### config.mk
export PLATFORM = sky130hd
export DESIGN_NAME = note_dispatcher_flat
export DESIGN_NICKNAME = d
export VERILOG_FILES = /design/src/rtl/music_pkg.sv /design/src/rtl/note_dispatcher_if.sv /design/src/rtl/rr_free_picker.sv /design/src/rtl/note_dispatcher.sv /design/src/flat_wrapper.sv
export SDC_FILE = /design/constraint.sdc
export NUM_CORES = 1
export LEC_CHECK = 0
export ABC_AREA = 0
export CORE_MARGIN = 10
export CORE_UTILIZATION = 27
export CTS_CLUSTER_DIAMETER = 150
export CTS_CLUSTER_SIZE = 14
export DETAILED_ROUTE_END_ITERATION = 10
export PLACE_DENSITY_LB_ADDON = 0.1
export SYNTH_ARGS = -nofsm -noshare
export SYNTH_HDL_FRONTEND = slang
export SYNTH_SLANG_ARGS = --single-unit
### constraint.sdc
create_clock -name clk -period 2.45 [get_ports clk]
set_input_delay 0.49 -clock clk [delete_from_list [all_inputs] [get_ports clk]]
set_output_delay 0.49 -clock clk [all_outputs]
set_load 0.02 [all_outputs]
### src/rtl/music_pkg.sv
// Shared constants and types for the music player voice path.
//   NumVoices  : number of note_player voices
//   NoteW/DurW : note code and duration widths (note code 0 is a rest)
//   disp_state_e : note_dispatcher FSM states
package music_pkg;

   localparam int unsigned NumVoices = 3;
   localparam int unsigned NoteW     = 6;
   localparam int unsigned DurW      = 6;
   localparam int unsigned VoiceIdxW = (NumVoices > 1) ? $clog2(NumVoices) : 1;

   localparam logic [NoteW-1:0] NoteRest = '0;

   typedef enum logic [1:0] {
      StIdle,
      StAccept,
      StLoad,
      StBarrier
   } disp_state_e;

endpackage

### src/rtl/note_dispatcher_if.sv
// Note handshake between song_reader (master) and note_dispatcher (slave).
//   note_valid : producer has a note
//   note       : note code (0 = rest)
//   duration   : note length in beats
//   note_sync  : chord barrier after this note
//   note_ready : dispatcher takes the note this cycle
interface note_dispatcher_if;

   logic                         note_valid;
   logic [music_pkg::NoteW-1:0]  note;
   logic [music_pkg::DurW-1:0]   duration;
   logic                         note_sync;
   logic                         note_ready;

   modport master (
      output note_valid,
      output note,
      output duration,
      output note_sync,
      input  note_ready
   );

   modport slave (
      input  note_valid,
      input  note,
      input  duration,
      input  note_sync,
      output note_ready
   );

endinterface

### src/rtl/rr_free_picker.sv
// Combinational round-robin free-voice finder.
//   busy_i   : per-voice busy vector
//   rr_ptr_i : index to start searching from
//   found_o  : at least one voice is free
//   idx_o    : first free voice at/after rr_ptr_i, wrapping
module rr_free_picker #(
   parameter int unsigned NumVoices = 3,
   parameter int unsigned IdxW      = 2
) (
   input  logic [NumVoices-1:0] busy_i,
   input  logic [IdxW-1:0]      rr_ptr_i,
   output logic                 found_o,
   output logic [IdxW-1:0]      idx_o
);

   always_comb begin
      logic [IdxW-1:0] j;
      found_o = 1'b0;
      idx_o   = '0;
      j       = '0;
      // Scan farthest-first so the nearest free voice is the last write.
      for (int k = NumVoices - 1; k >= 0; k--) begin
         j = IdxW'((32'(rr_ptr_i) + $unsigned(k)) % NumVoices);
         if (!busy_i[j]) begin
            found_o = 1'b1;
            idx_o   = j;
         end
      end
   end

endmodule

### src/rtl/note_dispatcher.sv
// Allocates incoming notes to free note_player voices round-robin, tracks
// per-voice busy state and holds off the next group at chord barriers.
//   clk, reset_n     : clock, asynchronous active-low reset
//   play_i           : 0 = paused
//   flush_i          : one-cycle pulse, returns the dispatcher to idle
//   note_if          : note handshake (slave side)
//   voice_load_o     : one-hot load pulse to the chosen voice
//   voice_note_o     : shared note bus, valid with voice_load_o
//   voice_duration_o : shared duration bus, valid with voice_load_o
//   voice_done_i     : per-voice done pulses
//   voice_busy_o     : per-voice busy flags
//   all_idle_o       : no voice busy
module note_dispatcher
   import music_pkg::*;
(
   input  logic                 clk,
   input  logic                 reset_n,
   input  logic                 play_i,
   input  logic                 flush_i,
   note_dispatcher_if.slave     note_if,
   output logic [NumVoices-1:0] voice_load_o,
   output logic [NoteW-1:0]     voice_note_o,
   output logic [DurW-1:0]      voice_duration_o,
   input  logic [NumVoices-1:0] voice_done_i,
   output logic [NumVoices-1:0] voice_busy_o,
   output logic                 all_idle_o
);

   disp_state_e            state_q, state_d;
   logic [VoiceIdxW-1:0]   rr_ptr_q, rr_ptr_d;
   logic [NumVoices-1:0]   busy_q, busy_d;
   logic [NumVoices-1:0]   load_q, load_d;
   logic [NoteW-1:0]       vnote_q, vnote_d;
   logic [DurW-1:0]        vdur_q, vdur_d;
   logic                   ready_q, ready_d;
   logic                   idle_q, idle_d;
   logic                   sync_q, sync_d;

   logic                   found;
   logic [VoiceIdxW-1:0]   pick_idx;
   logic                   take;
   logic                   is_rest;

   rr_free_picker #(
      .NumVoices (NumVoices),
      .IdxW      (VoiceIdxW)
   ) u_picker (
      .busy_i   (busy_q),
      .rr_ptr_i (rr_ptr_q),
      .found_o  (found),
      .idx_o    (pick_idx)
   );

   assign is_rest = (note_if.note == NoteRest);
   // A flush in the same cycle cancels the handshake.
   assign take    = note_if.note_valid & ready_q & ~flush_i;

   always_comb begin
      state_d  = state_q;
      rr_ptr_d = rr_ptr_q;
      load_d   = '0;
      vnote_d  = vnote_q;
      vdur_d   = vdur_q;
      sync_d   = sync_q;

      // Rests are consumed without a voice. If the note changed to a real
      // one after ready was computed from a rest and nothing is free, it is
      // dropped rather than overwriting a busy voice.
      if (take && !is_rest && found) begin
         load_d[pick_idx] = 1'b1;
         rr_ptr_d = (pick_idx == VoiceIdxW'(NumVoices - 1)) ? '0
                                                            : pick_idx + VoiceIdxW'(1);
         vnote_d  = note_if.note;
         vdur_d   = note_if.duration;
      end

      // Load beats a same-cycle done on the same voice.
      busy_d = (busy_q & ~voice_done_i) | load_d;

      unique case (state_q)
         StIdle: begin
            if (play_i) state_d = StAccept;
         end
         StAccept: begin
            // A committed handshake completes even if play drops with it.
            if (take) begin
               state_d = StLoad;
               sync_d  = note_if.note_sync;
            end else if (!play_i) begin
               state_d = StIdle;
            end
         end
         StLoad: begin
            state_d = sync_q ? StBarrier : StAccept;
         end
         StBarrier: begin
            if (!play_i)     state_d = StIdle;
            else if (idle_q) state_d = StAccept;
         end
         default: state_d = StIdle;
      endcase

      if (flush_i) begin
         state_d  = StIdle;
         busy_d   = '0;
         load_d   = '0;
         rr_ptr_d = '0;
         sync_d   = 1'b0;
      end

      idle_d  = ~|busy_d;
      // Ready looks at the current busy vector, so it rises the cycle after
      // a done has cleared a voice.
      ready_d = ~flush_i & play_i & (state_d == StAccept) & (found | is_rest);
   end

   always_ff @(posedge clk or negedge reset_n) begin
      if (!reset_n) begin
         state_q  <= StIdle;
         rr_ptr_q <= '0;
         busy_q   <= '0;
         load_q   <= '0;
         vnote_q  <= '0;
         vdur_q   <= '0;
         ready_q  <= 1'b0;
         idle_q   <= 1'b1;
         sync_q   <= 1'b0;
      end else begin
         state_q  <= state_d;
         rr_ptr_q <= rr_ptr_d;
         busy_q   <= busy_d;
         load_q   <= load_d;
         vnote_q  <= vnote_d;
         vdur_q   <= vdur_d;
         ready_q  <= ready_d;
         idle_q   <= idle_d;
         sync_q   <= sync_d;
      end
   end

   assign note_if.note_ready = ready_q;
   assign voice_load_o       = load_q;
   assign voice_note_o       = vnote_q;
   assign voice_duration_o   = vdur_q;
   assign voice_busy_o       = busy_q;
   assign all_idle_o         = idle_q;

endmodule
### src/flat_wrapper.sv
// flat-port wrapper written by rule: the top's interface ports become plain ports
module note_dispatcher_flat import music_pkg::*;
  (clk, reset_n, play_i, flush_i, voice_load_o, voice_note_o, voice_duration_o, voice_done_i, voice_busy_o, all_idle_o, note_if_note_valid, note_if_note, note_if_duration, note_if_note_sync, note_if_note_ready);
  note_dispatcher_if note_if_i ();
  input  logic clk;
  input  logic reset_n;
  input  logic play_i;
  input  logic flush_i;
  output logic [NumVoices-1:0] voice_load_o;
  output logic [NoteW-1:0] voice_note_o;
  output logic [DurW-1:0] voice_duration_o;
  input  logic [NumVoices-1:0] voice_done_i;
  output logic [NumVoices-1:0] voice_busy_o;
  output logic all_idle_o;
  input wire logic [$bits(note_if_i.note_valid)-1:0] note_if_note_valid;
  input wire logic [$bits(note_if_i.note)-1:0] note_if_note;
  input wire logic [$bits(note_if_i.duration)-1:0] note_if_duration;
  input wire logic [$bits(note_if_i.note_sync)-1:0] note_if_note_sync;
  output wire logic [$bits(note_if_i.note_ready)-1:0] note_if_note_ready;
  assign note_if_i.note_valid = note_if_note_valid;
  assign note_if_i.note = note_if_note;
  assign note_if_i.duration = note_if_duration;
  assign note_if_i.note_sync = note_if_note_sync;
  assign note_if_note_ready = note_if_i.note_ready;
  note_dispatcher u_core (.clk(clk), .reset_n(reset_n), .play_i(play_i), .flush_i(flush_i), .note_if(note_if_i), .voice_load_o(voice_load_o), .voice_note_o(voice_note_o), .voice_duration_o(voice_duration_o), .voice_done_i(voice_done_i), .voice_busy_o(voice_busy_o), .all_idle_o(all_idle_o));
endmodule
Yosys cells after proc, flatten, opt, wreduce, memory -nomap -nowiden:

Cells that the tools add are included.

* bits of input ports: 21
* memories: 0
* flip-flop bits (word level): 25
* output and inout port bits: 20
* memory bits (read-only): 0
* logic and storage cells: 78
* latch bits: 0
* RAM bits: 0

* multiplexer cells: 31
* shifts and indexed selects: 0
* $lt $le $gt $ge: 5
* reductions and logical operators: 12
* divide/modulo/power cells: 3
* eq/ne operators: 5
* $add $sub $neg: 3
* multipliers: 0
* bitwise operators: 10

Operator list (number)
* $mod A32 B2 Y32 const B: 2
* $mod A2 B2 Y32 const B: 1
* $mux W2: 13
* $lt A2 B3 Y1 const B: 4
* $mux W1: 10
* $mux W3: 3
* $pmux W2 S4: 1
* $bmux W1 S2: 3
* $eq A2 B2 Y1 const B: 3
* $logic_not A6 Y1: 1
* $reduce_bool A2 Y1: 3
* $and A1 B1 Y1: 5
* $eq A2 B1 Y1 const B: 2
* $add A2 B1 Y3 const B: 1
* $add A2 B2 Y3 const B: 1
* $and A3 B3 Y3: 1
* $logic_and A1 B1 Y1: 3
* $not A3 Y3: 1
* $or A3 B3 Y3: 1
* $reduce_or A3 Y1: 1
* $add A2 B1 Y2 const B: 1
* $demux W1 S2: 1
* $ge A2 B1 Y1 const B: 1
* $logic_not A1 Y1: 2
* 4 further kinds: 4

Longest topological paths before layout:

Gate-level depths: netlist (run 1).

* word-level depth: 16
* mapped depth: 8

By module:

A second synthesis (run 1) with hierarchy kept.

* cell total of the unflattened synthesis: 106
* area total of the unflattened synthesis: 1291.2 um2

Modules (own cells, without submodules)
* note_dispatcher: times used 1, sequential area each 626.9 um2, area an instance 1072.3 um2, cells an instance 76
* rr_free_picker: times used 1, sequential area each 0.0 um2, area an instance 219.0 um2, cells an instance 30

Worst setup path before layout (run 1):

OpenSTA, ideal clock, no wires.

* path kind: flip-flop to flip-flop
* start point: reg u_core.rr_ptr_q[0]
* end point: reg u_core.vnote_q[0], in the netlist u_core.voice_note_o[0]
* stages on the path, launching flop included: 8
* data arrival time: 2027 ps
* period minus slack after synthesis: 2152 ps
* slack: 298 ps
* path through: dfrtp_1 > inv_1 > ha_1 > maj3_2 > a2111oi_2 > or4_1 > buf_6 > mux2_4

* cells in the longest elaborated chain, start to end: 8
* elaborated cells on any way between the ends: 15
* those cells by class: add/sub: 2; div: 3; mux: 9; reduce/logical: 1

RTL lines
* start: declaration: line note_dispatcher.sv:30 `logic [VoiceIdxW-1:0] rr_ptr_q, rr_ptr_d;`
* start signal: assignment: line note_dispatcher.sv:130 `rr_ptr_q <= rr_ptr_d;`
* $add A2 B2 Y3: line rr_free_picker.sv:23 `j = IdxW'((32'(rr_ptr_i) + $unsigned(k)) % NumVoices);`
* $mod A32 B2 Y32: line rr_free_picker.sv:23
* $bmux W1 S2: line rr_free_picker.sv:24 `if (!busy_i[j]) begin`
* $mux W1 (implied by the code): line rr_free_picker.sv:24
* $mux W1 (2 in series): line rr_free_picker.sv:24
* $mux W1 (*): line rr_free_picker.sv:24
* $logic_and A1 B1 Y1 (*): line note_dispatcher.sv:69 `if (take && !is_rest && found) begin`
* end signal: assignment: line note_dispatcher.sv:133 `vnote_q <= vnote_d;`
* end: declaration: line note_dispatcher.sv:33 `logic [NoteW-1:0] vnote_q, vnote_d;`

Mark *: on every way between the ends. The rest lies on a longest branch, timed or not. The select of a mux whose other input is x is not followed.
A chain may end at the register's enable or synchronous reset.

Worst setup path in the final report (run 1):

* start point: in note_if_note[3]
* end point: reg u_core.vnote_q[1], in the netlist u_core.voice_note_o[1]

* cells in the longest elaborated chain, start to end: 4

RTL lines
* start: declaration: line flat_wrapper.sv:16 `input wire logic [$bits(note_if_i.note)-1:0] note_if_note;`
* $logic_not A6 Y1: line note_dispatcher.sv:54 `assign is_rest = (note_if.note == NoteRest);`
* $logic_not A1 Y1: line note_dispatcher.sv:69
* $logic_and A1 B1 Y1 (2 in series): line note_dispatcher.sv:69

No other way between the ends.

==> results of run 1 <==
[kinds of logic after synthesis]
group           Yosys count  synth area share [%]
mux                      14                 14.70
flops                    25                 51.86
compound gates           18                 11.80
buf+inv                   9                 4.658
fa+ha+maj                 3                 3.002
simple gates             31                 13.98
[path summary, 6_finish.rpt]
| path | from | to | slack [ps] |
|---|---|---|---|
| max | note_if_note[3] | u_core.voice_note_o[1] | 150 |
| min | u_core.voice_note_o[3] | u_core.voice_note_o[3] | 510 |
| max reg2reg | u_core.rr_ptr_q[0] | u_core.voice_duration_o[4] | 220 |
| min reg2reg | u_core.voice_note_o[3] | u_core.voice_note_o[3] | 510 |
| max in group asynchronous | reset_n | u_core.all_idle_o | 1580 |
| min in group asynchronous | reset_n | u_core.voice_load_o[0] | 570 |
[sequential cells by signal (all words and copies together), names as in the netlist]
name,flops
u_core.all_idle_o,1
u_core.note_if.note_ready,1
u_core.rr_ptr_q,2
u_core.state_q,2
u_core.sync_q,1
u_core.voice_busy_o,3
u_core.voice_duration_o,6
u_core.voice_load_o,3
u_core.voice_note_o,6
[cell type report]
type / count / area, um^2
Clock buffer: 3 / 41.29
Clock inverter: 1 / 5.005
Fill cell: 415 / 2535
Inverter: 5 / 18.77
Multi-Input combinational cell: 66 / 559.3
Sequential cell: 25 / 626.9
Tap cell: 52 / 65.06
Timing Repair Buffer: 52 / 503.0
[per-layer routing]
layer  vias to the layer above  global-route usage [%]  share of wire [%]
li1                        471                       -                  -
met1                       488                   9.769                 42
met2                        31                   13.99                 48
met3                         6                   3.558                8.7
met4                         0                   2.209                1.7
met5                         -                       0                  0
[cell usage after synthesis, types with 3 or more instances]
library cell,n,area (um^2)
a21oi_1,3,15.01
mux2_2,6,67.56
o32ai_1,5,43.79
dfrtp_1,24,600.6
inv_1,5,18.77
buf_6,3,33.78
mux2_4,6,90.09
nor3_1,6,30.03
nor2_1,4,15.01
nand2b_1,6,37.54
nand2_1,5,18.77
[per-stage QoR]
| stage | hold WS [ps] | util (%) | cell area, um^2 |
|---|---|---|---|
| 3_3_place_gp | 493.1 | 40.09 | 1745 |
| 5_1_grt | 539.2 | 41.78 | 1819 |
| 2_1_floorplan | 194.4 | - | 1209 |
| 6_report | 511.2 | 41.78 | 1819 |
| 3_5_place_dp | 493.4 | 40.09 | 1745 |
| 4_1_cts | 517.8 | 41.35 | 1800 |
[where the power goes]
group | internal (uW) | switching (uW)
Combinational | 188 | 149
Sequential | 466 | 27.8
Clock | 114 | 124
[timing repair]
action / CTS / global route
pin swaps: 0 / 0
gates resized for setup: 1 / 2
setup endpoints to repair: 6 / 17
==> summary.txt, run 1 <==
Place
  • Routability cong.: 0.7763
  • PortBufs: 40
  • DP Cell Count: 200
  • HPWL after DPL: 2.523 mm
  • Pre-CTS WS: -139.8 ps

Floorplan
  • Die area: 7552 um^2
  • Initial core utilization: 27.76%
  • Chip Height: 86.91 um
  • Die X: 86.91 um
  • IO Count: 41
  • # rows: 24
  • Core ar.: 4354 um^2

Logic synthesis
  • FFs w/ async S/R, synth: 100.0%
  • EDFF count, synth: 0
  • Syn Std Cell Area: 1209 um^2
  • Synth Instances: 100
  • Sequential area share after synthesis: 51.86%
  • Post-synth top flop: dfrtp_1
  • Syn Nets: 123
  • Cell variety after synth: 32
  • Yosys warns: 0
  • Flop and latch count out of synthesis: 25
  • Mean Syn Cell Area: 12.09 um^2

Worst hold path
  • Hold depth: 1
  • Hold crit path type: flip-flop to flip-flop

Setup path
  • Worst EP required: 2600 ps
  • WS Path Type: input pin to flip-flop
  • Startpoint Class: input pin
  • Worst R2R Path Depth: 7
  • CP max stage delay: 510 ps
  • Crit path buffers/inverters: 2
  • CP dominant cell by count: or4_1
  • CP top delay family: simple AND/OR/NAND/NOR gates
  • Cell Chain, Critical Path: clkdlybuf4s50_1, or4_1, nor3_1, buf_4, or4_1, mux2_4
  • Worst EP arrival: 2450 ps
  • Critical path endpoint category: flip-flop
  • Cell count along the critical path: 6
  • Worst-path fanout max: 3
  • Worst path slowest cell: or4_1

Timing
  • Crit path setup slack, layout: 154.4 ps
  • Headroom to the max-slew limit: 63.66%
  • Worst slew pin tran: 541.0 ps
  • # setup viols final: 0
  • Final setup TNS: 0 ps
  • RSZ-0062 raised after global routing: no
  • Worst clock skew: 5.041 ps
  • Final hold vios: 0
  • Fmax: 435.6 MHz
  • Pins Over Slew Limit: 0
  • Final period util: 93.70%
  • Fin crit period: 2296 ps

Route
  • Vias: 996
  • Drt pass-1 iters: 4
  • Final wirelength: 3.136 mm
  • Routed Antenna Nets: 0
  • # DRC: 0
  • Drt wl/cell: 15.37 um
  • Via density per instance: 4.882
  • Starting DRC count in detailed routing: 27

CTS
  • Clock sinks: 25
  • Post-CTS setup buffers: 0
  • Worst-Skew Late Latency: 270 ps
  • Clock Path Buffers: 2
  • H-Tree Depth: 1
  • CTS tree: done
  • Total CTS buffers: 3
  • Root Driver: clkbuf_8
  • CTS Hold Bufs: 0
  • Worst-path clk slew: 80 ps

Cells and area
  • Area growth syn-to-layout: 50.52%
  • Final Non-Filler Cells: 204
  • Ant. Diodes: 0
  • Most frequent cells in the layout: 40 x clkdlybuf4s50_1, 24 x dfrtp_1, 11 x buf_4
  • Layout net count: 176
  • Share of cells above drive strength 1: 21.71%
  • Commonest non-fill, non-tap cell in the layout: clkdlybuf4s50_1

Power
  • VDD IR max: 0.2936 mV
  • Tot Pwr: 1068 uW
  • Cell Pwr Density: 587.1 nW/um^2
  • Leak: 0.0007392 uW

Global routing
  • Wire length of the first global-routing pass: 5.181 mm
  • Largest net degree at the start of global routing: 26
  • Overall global routing resource usage: 8.460%
  • Total grt overflow: 0
  • Vias in the first global route: 1055
  • Initial antenna violation count: 0

Job
  • Max_cap viols: 0

Outcome
  • Outcome: complete, no violations
Note: power is estimated with default switching activity, not from simulation.
==> run 2: changes to the inputs <==
--- a/config.mk
+++ b/config.mk
@@ -6,12 +6,13 @@
 export NUM_CORES = 1
 export LEC_CHECK = 0
 export ABC_AREA = 0
-export CORE_MARGIN = 10
 export CORE_UTILIZATION = 27
 export CTS_CLUSTER_DIAMETER = 150
 export CTS_CLUSTER_SIZE = 14
 export DETAILED_ROUTE_END_ITERATION = 10
 export PLACE_DENSITY_LB_ADDON = 0.1
+export SKIP_LAST_GASP = 1
+export SLEW_MARGIN = 25
 export SYNTH_ARGS = -nofsm -noshare
 export SYNTH_HDL_FRONTEND = slang
 export SYNTH_SLANG_ARGS = --single-unit
==> summary.txt, run 2 (synthesis results as in run 1) <==
Place
  • PortBufs: 40 (unchanged)
  • Pre-CTS WS: -35.18 ps (was -139.8 ps)
  • Routability cong.: 0.7616 (was 0.7763)
  • Area after DPL: 1728 um^2 (was 1745 um^2)
  • HPWL after DPL: 2.177 mm (was 2.523 mm)

Setup path
  • Worst path slowest cell: nor4_2 (was or4_1)
  • Worst EP required: 2610 ps (was 2600 ps)
  • CP max stage delay: 490 ps (was 510 ps)
  • CP dominant cell by count: buf_4 (was or4_1)
  • WS Path Type: flip-flop to flip-flop (was input pin to flip-flop)
  • Critical path endpoint category: flip-flop (unchanged)
  • RR Startpoint: u_core.rr_ptr_q[0] (unchanged)
  • RR Endpoint: u_core.voice_note_o[5] (was u_core.voice_duration_o[4])
  • Worst-path fanout max: 5 (was 3)
  • Worst R2R Path Depth: 8 (was 7)
  • Worst EP arrival: 2450 ps (about the same)
  • R2R Setup Slk: 150 ps (was 220 ps)
  • Startpoint Class: flip-flop (was input pin)
  • Cell Chain, Critical Path: inv_1, ha_1, maj3_2, a2111oi_2, buf_4, nor4_2, buf_4, mux2_2 (was clkdlybuf4s50_1, or4_1, nor3_1, buf_4, or4_1, mux2_4)

Power
  • Leak: 0.0007303 uW (was 0.0007392 uW)
  • Gate power share: 30.7% (was 31.6%)
  • VDD IR max: 0.2296 mV (was 0.2936 mV)
  • Reg power frac: 46.4% (was 46.2%)
  • Switching Share: 28.00% (was 28.12%)
  • Clock power share: 22.9% (was 22.2%)
  • Internal power: 767.6 uW (was 767.7 uW)
  • Cell Pwr Density: 594.6 nW/um^2 (was 587.1 nW/um^2)
  • Tot Pwr: 1066 uW (was 1068 uW)
  • P_sw: 298.6 uW (was 300.3 uW)

Route
  • Drt pass-1 iters: 4 (unchanged)
  • Via density per instance: 4.905 (was 4.882)
  • Final wirelength: 2.774 mm (was 3.136 mm)
  • M1 WL: 1.288 mm (was 1.303 mm)
  • WL met3: 131 um (was 274 um)
  • DR WL met2: 1.312 mm (was 1.505 mm)
  • Drt wl/cell: 13.87 um (was 15.37 um)
  • Routed Antenna Nets: 0 (unchanged)
  • Starting DRC count in detailed routing: 27 (unchanged)
  • # DRC: 0 (unchanged)
  • Top layer in use: met4 (unchanged)
  • Vias: 981 (was 996)

CTS
  • Total CTS buffers: 3 (unchanged)
  • Post-CTS Resized: 0 (was 1)
  • Root Driver: clkbuf_8 (unchanged)
  • Worst-Skew Late Latency: 270 ps (about the same)
  • Clock Path Buffers: 2 (unchanged)
  • Clock sinks: 25 (unchanged)
  • Worst-path clk slew: 80 ps (about the same)
  • CTS Hold Bufs: 0 (unchanged)
  • H-Tree Depth: 1 (unchanged)
  • Post-CTS setup buffers: 0 (unchanged)
  • CTS tree: done (unchanged)

Timing
  • Final period util: 93.70% (about the same)
  • Fmax: 435.6 MHz (about the same)
  • Final hold vios: 0 (unchanged)
  • RSZ-0062 raised after global routing: no (unchanged)
  • Worst clock skew: 0.4824 ps (was 5.041 ps)
  • Pins Over Slew Limit: 0 (unchanged)
  • Fin crit period: 2296 ps (about the same)
  • Crit path setup slack, layout: 154.2 ps (was 154.4 ps)
  • Worst slew pin tran: 599.8 ps (was 541.0 ps)
  • # setup viols final: 0 (unchanged)
  • Headroom to the max-slew limit: 59.89% (was 63.66%)

Cells and area
  • Ant. Diodes: 0 (unchanged)
  • Commonest non-fill, non-tap cell in the layout: clkdlybuf4s50_1 (unchanged)
  • Final instance area: 1793 um^2 (was 1819 um^2)
  • Most frequent cells in the layout: 40 x clkdlybuf4s50_1, 24 x dfrtp_1, 9 x buf_4 (was 40 x clkdlybuf4s50_1, 24 x dfrtp_1, 11 x buf_4)
  • Fin util: 43.27% (was 41.78%)
  • Share of cells above drive strength 1: 22.00% (was 21.71%)
  • Area growth syn-to-layout: 48.34% (was 50.52%)
  • Layout net count: 174 (was 176)

Floorplan
  • Chip Height: 68.91 um (was 86.91 um)
  • Die area: 4748 um^2 (was 7552 um^2)
  • Initial core utilization: 29.17% (was 27.76%)
  • Die X: 68.91 um (was 86.91 um)
  • Core ar.: 4144 um^2 (was 4354 um^2)
  • IO Count: 41 (unchanged)
  • # rows: 23 (was 24)

Global routing
  • Total grt overflow: 0 (unchanged)
  • Overall global routing resource usage: 13.16% (was 8.460%)
  • Initial antenna violation count: 0 (unchanged)
  • Vias in the first global route: 966 (was 1055)
  • Wire length of the first global-routing pass: 4.429 mm (was 5.181 mm)
  • Largest net degree at the start of global routing: 14 (was 26)

Worst hold path
  • Worst hold start: u_core.voice_duration_o[1] (was u_core.voice_note_o[3])
  • Hold crit path type: flip-flop to flip-flop (unchanged)
  • Worst Hold End: u_core.voice_duration_o[1] (was u_core.voice_note_o[3])
  • Hold depth: 1 (unchanged)

Job
  • Max_cap viols: 0 (unchanged)

Outcome
  • Outcome: complete, no violations (unchanged)
## run 2: changes by cell type in the layout (fill, tap and decap cells not counted), sizes merged
cell	before	now
buf	12	10
clkbuf	3	4
clkinv	1	0
## run 2: stage by stage
step	std cells	TNS, ps	hold slack (ps)
global placement	196	0	495.0
CTS	200	0	519.0
detailed placement	196	-241.1	498.4
finish	200	0	513.7
floorplan	100	0	194.4
global route	200	0	538.8
## run 2: layout make-up
| cell class | count | area (um^2) |
|---|---|---|
| Clock buffer | 4 | 45.04 |
| Timing Repair Buffer | 50 | 488.0 |
| Tap cell | 50 | 62.56 |
| Inverter | 5 | 18.77 |
| Sequential cell | 25 | 626.9 |
| Multi-Input combinational cell | 66 | 551.8 |
| Fill cell | 392 | 2351 |
## run 2: worst max-delay path by stage
stage / startpoint / end / slack, ps / depth (start not counted)
after floorplan: u_core.rr_ptr_q[0] / u_core.voice_note_o[0] / 300 / 7
after detailed placement: note_if_note[4] / u_core.voice_note_o[5] / -40 / 6
final: u_core.rr_ptr_q[0] / u_core.voice_note_o[5] / 150 / 8
after global routing: u_core.rr_ptr_q[1] / u_core.voice_note_o[4] / 20 / 8
after global placement: note_if_note[4] / u_core.voice_duration_o[5] / 30 / 6
after CTS: u_core.rr_ptr_q[1] / u_core.voice_busy_o[0] / 70 / 8
## run 2: power groups by stage
| stage | combinational (uW) | clock (uW) | sequential [uW] |
|---|---|---|---|
| final | 327 | 244 | 495 |
| after global routing | 355 | 272 | 503 |
| after CTS | 329 | 256 | 496 |
| after detailed placement | 328 | 0 | 504 |
| after global placement | 324 | 0 | 502 |
| after floorplan | 96.4 | 0 | 564 |
## run 2: critical path: cells and delay by family, from the launching register on
| family | cells | cell delay, ps |
|---|---|---|
| adder cells (fa/ha/maj) | 2 | 500 |
| buffers and inverters | 3 | 450 |
| AND/OR/NAND/NOR | 1 | 490 |
| multiplexers | 1 | 340 |
| flip-flops | 1 | 360 |
| AO/OA/AOI/OAI | 1 | 50 |
## run 2: metal layers
layer | track usage [%] | up-vias
met5 | 0 | -
met4 | 5.357 | 0
met1 | 17.50 | 481
li1 | - | 467
met2 | 19.78 | 29
met3 | 3.947 | 4
==> run 3: changes to the inputs <==
--- a/config.mk
+++ b/config.mk
@@ -10,9 +10,11 @@
 export CTS_CLUSTER_DIAMETER = 150
 export CTS_CLUSTER_SIZE = 14
 export DETAILED_ROUTE_END_ITERATION = 10
+export MAX_ROUTING_LAYER = met4
 export PLACE_DENSITY_LB_ADDON = 0.1
 export SKIP_LAST_GASP = 1
 export SLEW_MARGIN = 25
 export SYNTH_ARGS = -nofsm -noshare
 export SYNTH_HDL_FRONTEND = slang
+export SYNTH_HIERARCHICAL = 1
 export SYNTH_SLANG_ARGS = --single-unit
==> summary.txt, run 3 <==
Power
  • Cell Pwr Density: 544.4 nW/um^2 (was 594.6 nW/um^2)
  • VDD IR max: 0.4014 mV (was 0.2296 mV)
  • Leak: 0.0008198 uW (was 0.0007303 uW)

CTS
  • Clock Path Buffers: 2 (unchanged)
  • Worst-path clk slew: 100 ps (was 80 ps)
  • Worst-Skew Late Latency: 270 ps (about the same)
  • Clock sinks: 25 (unchanged)
  • Root Driver: clkbuf_8 (unchanged)
  • H-Tree Depth: 1 (unchanged)
  • Total CTS buffers: 3 (unchanged)
  • CTS Hold Bufs: 0 (unchanged)
  • CTS tree: done (unchanged)

Setup path
  • Worst-path fanout max: 4 (was 5)
  • Worst EP required: 2620 ps (was 2610 ps)
  • Worst EP arrival: 2510 ps (was 2450 ps)
  • WS Path Type: flip-flop to flip-flop (unchanged)
  • Critical path endpoint category: flip-flop (unchanged)
  • Startpoint Class: flip-flop (unchanged)

Route
  • Drt pass-1 iters: 6 (was 4)
  • Starting DRC count in detailed routing: 45 (was 27)
  • Final wirelength: 3.137 mm (was 2.774 mm)
  • Vias: 1066 (was 981)
  • # DRC: 0 (unchanged)
  • Via density per instance: 4.981 (was 4.905)
  • Drt wl/cell: 14.66 um (was 13.87 um)
  • Routed Antenna Nets: 0 (unchanged)

Timing
  • Crit path setup slack, layout: 106.0 ps (was 154.2 ps)
  • # setup viols final: 0 (unchanged)
  • Fin crit period: 2344 ps (was 2296 ps)
  • Final setup TNS: 0 ps (unchanged)
  • RSZ-0062 raised after global routing: yes (was no)
  • Headroom to the max-slew limit: 65.51% (was 59.89%)
  • Fmax: 426.6 MHz (was 435.6 MHz)
  • Worst clock skew: 9.357 ps (was 0.4824 ps)
  • Worst slew pin tran: 516.2 ps (was 599.8 ps)
  • Final period util: 95.67% (was 93.70%)
  • Pins Over Slew Limit: 0 (unchanged)
  • Final hold vios: 0 (unchanged)

Cells and area
  • Area growth syn-to-layout: 50.29% (was 48.34%)
  • Most frequent cells in the layout: 40 x clkdlybuf4s50_1, 24 x dfrtp_1, 15 x buf_4, 7 x mux2_4, 6 x a22o_1 (was 40 x clkdlybuf4s50_1, 24 x dfrtp_1, 9 x buf_4)
  • Fill cells: 421 (was 392)
  • Final instance area: 1941 um^2 (was 1793 um^2)
  • Commonest non-fill, non-tap cell in the layout: clkdlybuf4s50_1 (unchanged)
  • Ant. Diodes: 0 (unchanged)
  • Share of cells above drive strength 1: 27.16% (was 22.00%)
  • Layout net count: 187 (was 174)

Job
  • Max_cap viols: 0 (unchanged)

Logic synthesis
  • Syn Std Cell Area: 1291 um^2 (was 1209 um^2)
  • Yosys warns: 6 (was 0)
  • Synth Instances: 106 (was 100)
  • Sequential area share after synthesis: 48.55% (was 51.86%)
  • Post-synth top cells: 24 x dfrtp_1, 6 x a22o_1, 6 x mux2_4, 6 x nor2_1 (was 24 x dfrtp_1, 6 x mux2_2, 6 x mux2_4, 6 x nand2b_1, 6 x nor3_1)
  • Synth top area share: 46.51% (was 49.69%)
  • Flop and latch count out of synthesis: 25 (unchanged)
  • FFs w/ async S/R, synth: 100.0% (unchanged)
  • Area contributors post-synth: dfrtp_1 47%, mux2_4 7.0%, a22o_1 4.1%, ha_1 2.9%, nand2b_1 2.4% (was dfrtp_1 50%, mux2_4 7.5%, mux2_2 5.6%, o32ai_1 3.6%, nand2b_1 3.1%)
  • Syn Nets: 130 (was 123)
  • EDFF count, synth: 0 (unchanged)
  • Cell variety after synth: 38 (was 32)
  • Yosys top cell by area: dfrtp_1 (unchanged)
  • Mean Syn Cell Area: 12.18 um^2 (was 12.09 um^2)
  • Post-synth top flop: dfrtp_1 (unchanged)
  • Count leader, synth: dfrtp_1 (unchanged)

Place
  • PortBufs: 40 (unchanged)
  • Pre-CTS WS: -62.98 ps (was -35.18 ps)
  • HPWL after DPL: 2.277 mm (was 2.177 mm)
  • Routability cong.: 0.7721 (was 0.7616)
  • Area after DPL: 1824 um^2 (was 1728 um^2)

Global routing
  • Total grt overflow: 0 (unchanged)
  • Overall global routing resource usage: 13.49% (was 13.16%)
  • Wire length of the first global-routing pass: 5.112 mm (was 4.429 mm)
  • Largest net degree at the start of global routing: 26 (was 14)
  • Vias in the first global route: 1052 (was 966)
  • Initial antenna violation count: 0 (unchanged)

Floorplan
  • Chip Height: 71.16 um (was 68.91 um)
  • Die area: 5063 um^2 (was 4748 um^2)
  • Core ar.: 4474 um^2 (was 4144 um^2)
  • IO Count: 41 (unchanged)
  • Die X: 71.16 um (was 68.91 um)
  • Initial core utilization: 28.86% (was 29.17%)
  • # rows: 24 (was 23)

Outcome
  • Outcome: complete, no violations (unchanged)

Worst hold path
  • Hold crit path type: flip-flop to flip-flop (unchanged)
run 3: critical path, stage by stage, from the launching register on:
cell and delay [ps]:
dfrtp_1 410, inv_2 90, ha_4 200, or3b_1 360, a31oi_2 200, o211ai_1 140, and4b_2 270, o31a_4 120
buf_4 160, mux2_4 290
run 3: repair_timing:
action	4_1_cts	5_1_grt
resized for setup	1	10
endpoints found under the setup margin	7	14
buffers inserted	0	3
pin swaps	0	3
run 3: power by group:
part,switching [uW],internal [uW]
clock,137,115
sequential,29.2,460
combinational,135,180
total,301,756
run 3: path summary, 6_finish.rpt:
kind / start / end / slack (ps) / cells past startpoint
max: u_core/rr_ptr_q[0] / u_core/voice_duration_o[1] / 110 / 9
min: u_core/voice_note_o[5] / u_core/voice_note_o[5] / 510 / 1
max reg2reg: u_core/rr_ptr_q[0] / u_core/voice_duration_o[1] / 110 / 9
min reg2reg: u_core/voice_note_o[5] / u_core/voice_note_o[5] / 510 / 1
max in group asynchronous: reset_n / u_core/all_idle_o / 1570 / 2
min in group asynchronous: reset_n / u_core/voice_note_o[2] / 580 / 2
run 3: layout make-up:
class	count	area (um^2)	share of cell area, %
Tap cell	52	65.06	3.353
Multi-Input combinational cell	72	649.4	33.46
Clock inverter	1	7.507	0.3868
Clock buffer	3	41.29	2.128
Sequential cell	25	626.9	32.30
Inverter	4	15.01	0.7737
Timing Repair Buffer	57	535.5	27.60
run 3: through the flow:
stage | utilization, % | instances | power (uW) | hold WS, ps
floorplan | - | 106 | 642.5 | 194.4
CTS | 41.89 | 211 | 1067 | 514.6
detailed placement | 40.77 | 207 | 806.2 | 491.6
finish | 43.37 | 214 | 1056 | 506.0
global placement | 40.77 | 207 | 805.1 | 493.4
global route | 43.37 | 214 | 1117 | 533.5
run 3: metal layers:
metal  wire length (um)  share of wire [%]  up-vias  track usage (%)
met2               1533                 49       29            22.12
met5                  0                  0        -                -
met1               1465                 47      531            17.18
met3                124                4.0        2            2.991
met4                 12               0.38        0            2.667
li1                   -                  -      504                -
run 3: kinds of logic (layout without fill, tap and decap cells):
logic type               Yosys count  after routing  share of synthesized area, %
buffers and inverters              9             65                         4.069
adder cells (fa/ha/maj)            3              3                         2.907
AO/OA/AOI/OAI                     28             28                         18.41
AND/OR/NAND/NOR                   30             30                         15.02
flip-flops                        25             25                         48.55
multiplexers                      11             11                         11.05
